$ cat src/rtl/rr_arb_pkg.sv
// rr_arb_pkg: shared definitions for the 4-way round-robin arbiter.
//   state_t       - arbiter FSM states (IDLE, GRANT, SWITCH)
//   N_REQ         - number of requesters
//   IDX_W         - width of a requester index
//   HOLD_W        - width of the hold counter
//   idx_to_onehot - convert a requester index to a one-hot grant vector
package rr_arb_pkg;

  localparam int N_REQ  = 4;
  localparam int IDX_W  = 2;
  localparam int HOLD_W = 8;

  typedef enum logic [1:0] {
    IDLE   = 2'd0,
    GRANT  = 2'd1,
    SWITCH = 2'd2
  } state_t;

  function automatic logic [N_REQ-1:0] idx_to_onehot(input logic [IDX_W-1:0] idx);
    logic [N_REQ-1:0] w_one;
    w_one = {{(N_REQ-1){1'b0}}, 1'b1};
    return w_one << idx;
  endfunction

endpackage

$ cat src/rtl/rr_pick4.sv
// rr_pick4: combinational rotating-priority picker.
//   i_req   - request vector, bit k = requester k
//   i_ptr   - index holding highest priority this cycle
//   o_idx   - winning index: first set bit scanning ptr, ptr+1, ... mod 4
//   o_found - high when any request is set (o_idx is meaningful)
module rr_pick4
  import rr_arb_pkg::*;
(
  input  logic [N_REQ-1:0] i_req,
  input  logic [IDX_W-1:0] i_ptr,
  output logic [IDX_W-1:0] o_idx,
  output logic             o_found
);

  // Requests rotated so that position 0 is the current priority holder.
  logic [N_REQ-1:0] w_rot;
  logic [IDX_W-1:0] w_off;

  for (genvar gi = 0; gi < N_REQ; gi++) begin : g_rot
    // The 2-bit add wraps naturally, giving the mod-4 rotation.
    assign w_rot[gi] = i_req[i_ptr + IDX_W'(gi)];
  end

  // Scan from the lowest priority upwards so the last hit is the winner.
  always_comb begin
    w_off = '0;
    for (int k = N_REQ - 1; k >= 0; k--) begin
      if (w_rot[k]) begin
        w_off = IDX_W'(k);
      end
    end
  end

  assign o_idx   = i_ptr + w_off;
  assign o_found = |i_req;

endmodule

$ cat src/rtl/rr_arbiter4.sv
// rr_arbiter4: 4-way round-robin arbiter for a shared 32-bit path, with a
// hold limit that preempts an owner while another requester waits.
//   MAX_HOLD  - maximum grant cycles while someone else waits (2..255)
//   clk_i     - clock, rising edge
//   rst_i     - asynchronous active-low reset
//   req_i     - request per requester, held for the whole use of the path
//   grant_o   - one-hot owner, or zero
//   select_o  - binary owner index for the 4:1 mux; kept in SWITCH/IDLE
//   valid_o   - high exactly when grant_o is nonzero
//   preempt_o - one-cycle pulse in the SWITCH cycle caused by the hold limit
// All outputs come straight from registers.
module rr_arbiter4
  import rr_arb_pkg::*;
#(
  parameter int MAX_HOLD = 8
) (
  input  logic             clk_i,
  input  logic             rst_i,
  input  logic [N_REQ-1:0] req_i,
  output logic [N_REQ-1:0] grant_o,
  output logic [IDX_W-1:0] select_o,
  output logic             valid_o,
  output logic             preempt_o
);

  localparam logic [HOLD_W-1:0] HOLD_LAST = HOLD_W'(MAX_HOLD - 1);

  state_t            r_state;
  logic [IDX_W-1:0]  r_ptr;
  logic [HOLD_W-1:0] r_hold;
  logic [N_REQ-1:0]  r_grant;
  logic [IDX_W-1:0]  r_select;
  logic              r_valid;
  logic              r_preempt;

  logic [IDX_W-1:0]  w_idx;
  logic              w_found;
  logic              w_release;
  logic              w_others;
  logic              w_preempt;

  rr_pick4 u_pick (
    .i_req   (req_i),
    .i_ptr   (r_ptr),
    .o_idx   (w_idx),
    .o_found (w_found)
  );

  // r_select is the current owner while in GRANT.
  assign w_release = ~req_i[r_select];
  assign w_others  = |(req_i & ~idx_to_onehot(r_select));
  assign w_preempt = (r_hold == HOLD_LAST) && w_others;

  always_ff @(posedge clk_i or negedge rst_i) begin
    if (!rst_i) begin
      r_state   <= IDLE;
      r_ptr     <= '0;
      r_hold    <= '0;
      r_grant   <= '0;
      r_select  <= '0;
      r_valid   <= 1'b0;
      r_preempt <= 1'b0;
    end else begin
      r_preempt <= 1'b0;
      case (r_state)
        IDLE, SWITCH: begin
          if (w_found) begin
            r_state  <= GRANT;
            r_grant  <= idx_to_onehot(w_idx);
            r_select <= w_idx;
            r_valid  <= 1'b1;
            r_hold   <= '0;
          end else begin
            r_state <= IDLE;
          end
        end
        GRANT: begin
          if (w_release || w_preempt) begin
            // Owner moves to lowest priority for the next arbitration.
            r_state   <= SWITCH;
            r_grant   <= '0;
            r_valid   <= 1'b0;
            r_ptr     <= r_select + IDX_W'(1);
            // A voluntary release wins over a simultaneous hold-limit hit.
            r_preempt <= ~w_release;
          end else if (r_hold != HOLD_LAST) begin
            r_hold <= r_hold + HOLD_W'(1);
          end
        end
        default: begin
          r_state <= IDLE;
          r_grant <= '0;
          r_valid <= 1'b0;
        end
      endcase
    end
  end

  assign grant_o   = r_grant;
  assign select_o  = r_select;
  assign valid_o   = r_valid;
  assign preempt_o = r_preempt;

endmodule

$ cat config.mk
export PLATFORM = sky130hd
export DESIGN_NAME = rr_arbiter4
export DESIGN_NICKNAME = d
export VERILOG_FILES = /design/src/rtl/rr_arb_pkg.sv /design/src/rtl/rr_pick4.sv /design/src/rtl/rr_arbiter4.sv
export SDC_FILE = /design/constraint.sdc
export NUM_CORES = 1
export LEC_CHECK = 0
export ABC_CLOCK_PERIOD_IN_PS = 4840
export BUFFER_PORTS_ARGS = -buffer_cell sky130_fd_sc_hd__buf_2
export CAP_MARGIN = 20
export CORE_ASPECT_RATIO = 1.1
export CORE_MARGIN = 2
export CORE_UTILIZATION = 55
export DETAILED_ROUTE_END_ITERATION = 7
export HOLD_SLACK_MARGIN = 0.1
export PLACE_DENSITY = 0.76
export SLEW_MARGIN = 5
export SYNTH_ARGS = -nofsm -noshare
export SYNTH_HDL_FRONTEND = slang
export SYNTH_SLANG_ARGS = --single-unit
$ cat constraint.sdc
create_clock -name clk_i -period 4.84 [get_ports clk_i]
set_input_delay 0.968 -clock clk_i [delete_from_list [all_inputs] [get_ports clk_i]]
set_output_delay 0.968 -clock clk_i [all_outputs]
set_load 0.02 [all_outputs]
### After elaboration in Yosys (flattened, before gate mapping)

Cells that the tools add are included.

* magnitude comparators: 5
* shift-type cells: 2
* add/subtract/negate cells: 6
* eq/ne operators: 8
* bitwise logic cells: 3
* reductions and logical operators: 11
* multiplexer cells: 29

Operators with widths (count)
* two-way mux 8 bit: 3
* case mux 8 bit (2 select lines): 1
* < comparator 2 x 3 -> 1 bit, second input constant: 5
* binary-select mux 1 bit (select 2 bit): 5
* two-way mux 1 bit: 10
* two-way mux 2 bit: 5
* adder 8 x 1 -> 8 bit, second input constant: 1
* equality test 8 x 3 -> 1 bit, second input constant: 1
* two-way mux 4 bit: 2
* inequality test 8 x 3 -> 1 bit, second input constant: 1
* case mux 4 bit (2 select lines): 1
* OR reduction 4 bit: 2
* left shift 1 x 2 -> 4 bit, first input constant: 2
* inequality test 2 bit, second input constant: 3
* AND reduction 2 bit: 3
* adder 2 x 1 -> 2 bit, second input constant: 2
* adder 2 bit, second input constant: 2
* AND 4 bit: 1
* inverter 4 bit: 1
* case mux 2 bit (2 select lines): 1
* AND reduction 4 bit: 1
* adder 2 bit: 1
* equality test 2 x 1 -> 1 bit, second input constant: 1
* equality test 2 bit, second input constant: 1
* 8 further kinds: 8

* word-level logic and storage cells: 71
* register bits: 20
* output and inout bits: 8

### Logic depth before layout (Yosys ltp)

* depth in word-level cells: 11
* gate-level depth with buffers: 9

### Cells and area by module

Synthesis repeated with hierarchy kept, for this count alone.

* cells, all modules: 134
* area, all modules: 1258.7 um2

By module, submodules not included
* rr_arbiter4: times used 1, cells an instance 109, area an instance 1092.3 um2
* rr_pick4: times used 1, cells an instance 25, area an instance 166.4 um2

### Worst setup path after synthesis

Ideal clock, no wire load.

* kind: input to register
* start point: in req_i[2]
* end point: reg r_select[1] (netlist: select_o[1])
* library setup time: 125 ps
* required time: 4715 ps
* arrival: 2157 ps
* slack: 2558 ps
* stages on the path: 8
* cells stage by stage: inv_1 a22o_1 a21oi_1 a21oi_1 ha_1 xnor2_1 xnor2_1 mux2_2

* cells in the longest elaborated chain, start to end: 7
* elaborated cells on any way between the ends: 15
* classes of those cells: add/sub: 1; mux: 12; reduce/logical: 2

RTL lines
* from (decl): line rr_arbiter4.sv:19 `input logic [N_REQ-1:0] req_i,`
* binary-select mux 1 bit (select 2 bit): line rr_pick4.sv:21 `assign w_rot[gi] = i_req[i_ptr + IDX_W'(gi)];`
* two-way mux 1 bit (implied by the code): line rr_pick4.sv:21
* two-way mux 2 bit (4 in series): line rr_pick4.sv:28 `if (w_rot[k]) begin`
* adder 2 bit: line rr_pick4.sv:34 `assign o_idx = i_ptr + w_off;`
* to (signal assigned): line rr_arbiter4.sv:70 `r_select <= w_idx;`
* to (decl): line rr_arbiter4.sv:32 `logic [IDX_W-1:0] r_select;`

Parallel ways exist; a longest one is shown, timed or not. The select of a mux whose other input is x is not followed.
A chain may end at the register's enable or synchronous reset.

### Worst setup path after layout

Same ends and word-level chain as after synthesis.

==> flow_summary_export.csv <==
group,metric,value,unit
run_status,status,"finished, final reports clean",
yosys,yosysSeqAreaShare,43.8,%
yosys,synth.most_common_cell,"dfrtp_1",
clock_tree,cts_tree,"built",
clock_tree,cts_setup_buffers,0,
timing,fmax,436,MHz
routing,wire_per_inst,13.6,um
yosys,syn_area_per_cell,10.1,um2
pwr,p_per_area,574,nW/um2
placed_design,dp_cells,152,
flow_run,cap_violations,0,
clock_tree,clk_pin_slew,0.11,ns
placed_design,dp_hpwl,1.55,mm
floorplanning,die_h,51.8,um
timing,tightest_slew,0.634,ns
yosys,yosysTopAreaCell,"dfrtp_1",
critical_path,cp.arrival,2.54,ns
floorplanning,die_area,2460,um2
clock_tree,ctsResizeCount,0,
yosys,yosysWarnings,0,
floorplanning,start_util,57.7,%
routing,antenna_left,0,
global_routing,gr-total-overflow,0,
timing,drv_slew,0,
floorplanning,fp-row-count,17,
global_routing,grtUsageTotal,21.1,%
critical_path,cp-end-kind,"flop",
timing,timing.hold.ws,0.493,ns
clock_tree,cts_inserted_buffers,3,
routing,vias,896,
pwr,leakage,0.606,nW
global_routing,grt_pass1_wl,3.64,mm
yosys,ys_async_sr_fraction,100,%
timing,setup_viol,0,
critical_path,start_kind,"primary input",
floorplanning,die_w,47.5,um
clock_tree,clk_latency,0.31,ns
final_layout,area_delta_synth_final,12.7,%
yosys,ys_seq_elements,20,
timing,period_needed,2.29,ns
routing,drt_pass1_iterations,4,
placed_design,postPlaceCellArea,1230,um2
global_routing,antenna_found_initial,0,
final_layout,drive_gt1_share,25.0,%
yosys,synth_cells,113,
clock_tree,htree_levels,1,
final_layout,nets,141,
routing,via_per_inst,5.74,
timing,tns,0,ns
yosys,synthFlopType,"dfrtp_1",
routing,first_iter_violations,24,
routing,drc,0,
final_layout,final-instance-count-excl-fill,156,
yosys,synth_top_area_share,43.8,%
worst_hold_path,hp-class,"reg2reg",
critical_path,setup.worst_path.class,"in2reg",
routing,routed_wl,2.13,mm
yosys,synth_area_leaders,"dfrtp_1 (44%), ha_1 (6.6%), mux2_2 (3.9%)",
timing,finalClockSkew,0.00719,ns
yosys,netlist_area,1140,um2
placed_design,port_buffers,13,
global_routing,grt_max_degree,21,
clock_tree,holdBufCountCts,0,
timing,period_share,47.3,%
yosys,yosysUniqueCellTypes,38,
placed_design,gp_congestion,0.911,
floorplanning,core,1980,um2
clock_tree,cts-root-buf,"clkbuf_4",
yosys,synth_edf_count,0,
clock_tree,clkSinkCount,20,
global_routing,grt_pass1_vias,826,
critical_path,path_max_fanout,8,
critical_path,worst_ep_required_time,5.09,ns
yosys,ys_top_cells_by_count,"dfrtp_1 (20), nand2_1 (11), nor2_1 (10)",
timing,rsz0062_at_grt,"false",
yosys,syn_nets,125,
floorplanning,io_pins,14,
pwr,vdd_drop_max,0.000430,V
timing,relSlewSlack,57.3,%
timing,hold_viol,0,
clock_tree,cts_buffer_depth,2,
final_layout,n_antenna_cell,0,
final_layout,fin_area,1290,um2
==> kinds of logic after synthesis <==
| group | count (synthesis) | synth area share [%] |
|---|---|---|
| and+or+nand+nor | 40 | 18.3 |
| DFF | 20 | 43.8 |
| adders and majority gates | 6 | 6.57 |
| xor gates and xnor gates | 5 | 3.83 |
| buffers and inverters | 10 | 3.29 |
| muxes | 7 | 7.67 |
| AOI/OAI and AO/OA | 25 | 16.5 |
==> cell type report <==
type / instances / area, um2
timing repair buffer: 13 / 65.1
clock inverter: 1 / 30.0
clock buffer: 3 / 22.5
multi-input combinational: 83 / 604
fill: 165 / 691
inverter: 8 / 30.0
sequential: 20 / 500
tap: 28 / 35.0
==> sequential cells by signal (all words and copies together) (netlist names) <==
name	cells
valid_o	1
r_state	2
select_o	2
r_ptr	2
preempt_o	1
grant_o	4
r_hold	8
==> power by group <==
group | total [mW] | switching, mW | internal, mW
Clock | 0.138 | 0.0540 | 0.0837
Combinational | 0.336 | 0.187 | 0.149
Sequential | 0.266 | 0.0515 | 0.214
==> layout by cell type, fill, tap and decap left out, types with 2 or more instances in the layout <==
master	count
a21oi_1	5
a22o_1	2
and3_1	2
buf_2	13
clkbuf_4	3
dfrtp_1	20
ha_1	6
inv_1	8
mux2_2	4
mux2i_1	2
nand2_1	11
nand3_1	4
nor2_1	10
nor2b_1	2
o21ai_0	4
o22ai_1	3
o2bb2ai_1	2
or2_2	2
xnor2_1	3
xor2_1	2
==> stage by stage <==
step / total power [mW] / setup slack (ns) / utilization [%]
6_report: 0.739 / 2.55 / 65.1
5_1_grt: 0.799 / 2.38 / 65.1
3_5_place_dp: 0.603 / 2.23 / 62.4
4_1_cts: 0.740 / 2.55 / 65.1
2_1_floorplan: 0.522 / 2.56 / -
3_3_place_gp: 0.593 / 2.27 / 62.4
==> critical path: stages <==
cell,delay (ns)
buf_2,0.14
inv_1,0.09
a22o_1,0.23
a21oi_1,0.14
a21oi_1,0.06
ha_1,0.21
xnor2_1,0.13
xnor2_1,0.35
mux2_2,0.22
==> metal layers <==
| metal | GRT usage (%) | vias up | wire (um) |
|---|---|---|---|
| met5 | 0 | - | 0 |
| met4 | 8.33 | 0 | 32 |
| met3 | 4.51 | 4 | 121 |
| met2 | 31.8 | 33 | 994 |
| met1 | 29.0 | 424 | 978 |
| li1 | - | 435 | - |
==> worst paths after layout <==
path	startpoint	to	slack, ns	depth (start not counted)
min in group asynchronous	rst_i	preempt_o$_DFF_PN0_	0.58	1
setup reg to reg	r_hold[4]$_DFFE_PN0P_	r_ptr[0]$_DFFE_PN0P_	2.85	5
hold reg to reg	valid_o$_DFFE_PN0P_	valid_o$_DFFE_PN0P_	0.49	1
setup / recovery	req_i[2]	select_o[1]$_DFFE_PN0P_	2.55	9
hold / removal	valid_o$_DFFE_PN0P_	valid_o$_DFFE_PN0P_	0.49	1
max in group asynchronous	rst_i	r_hold[5]$_DFFE_PN0P_	3.95	1
Power figures use the tool's default switching activity.
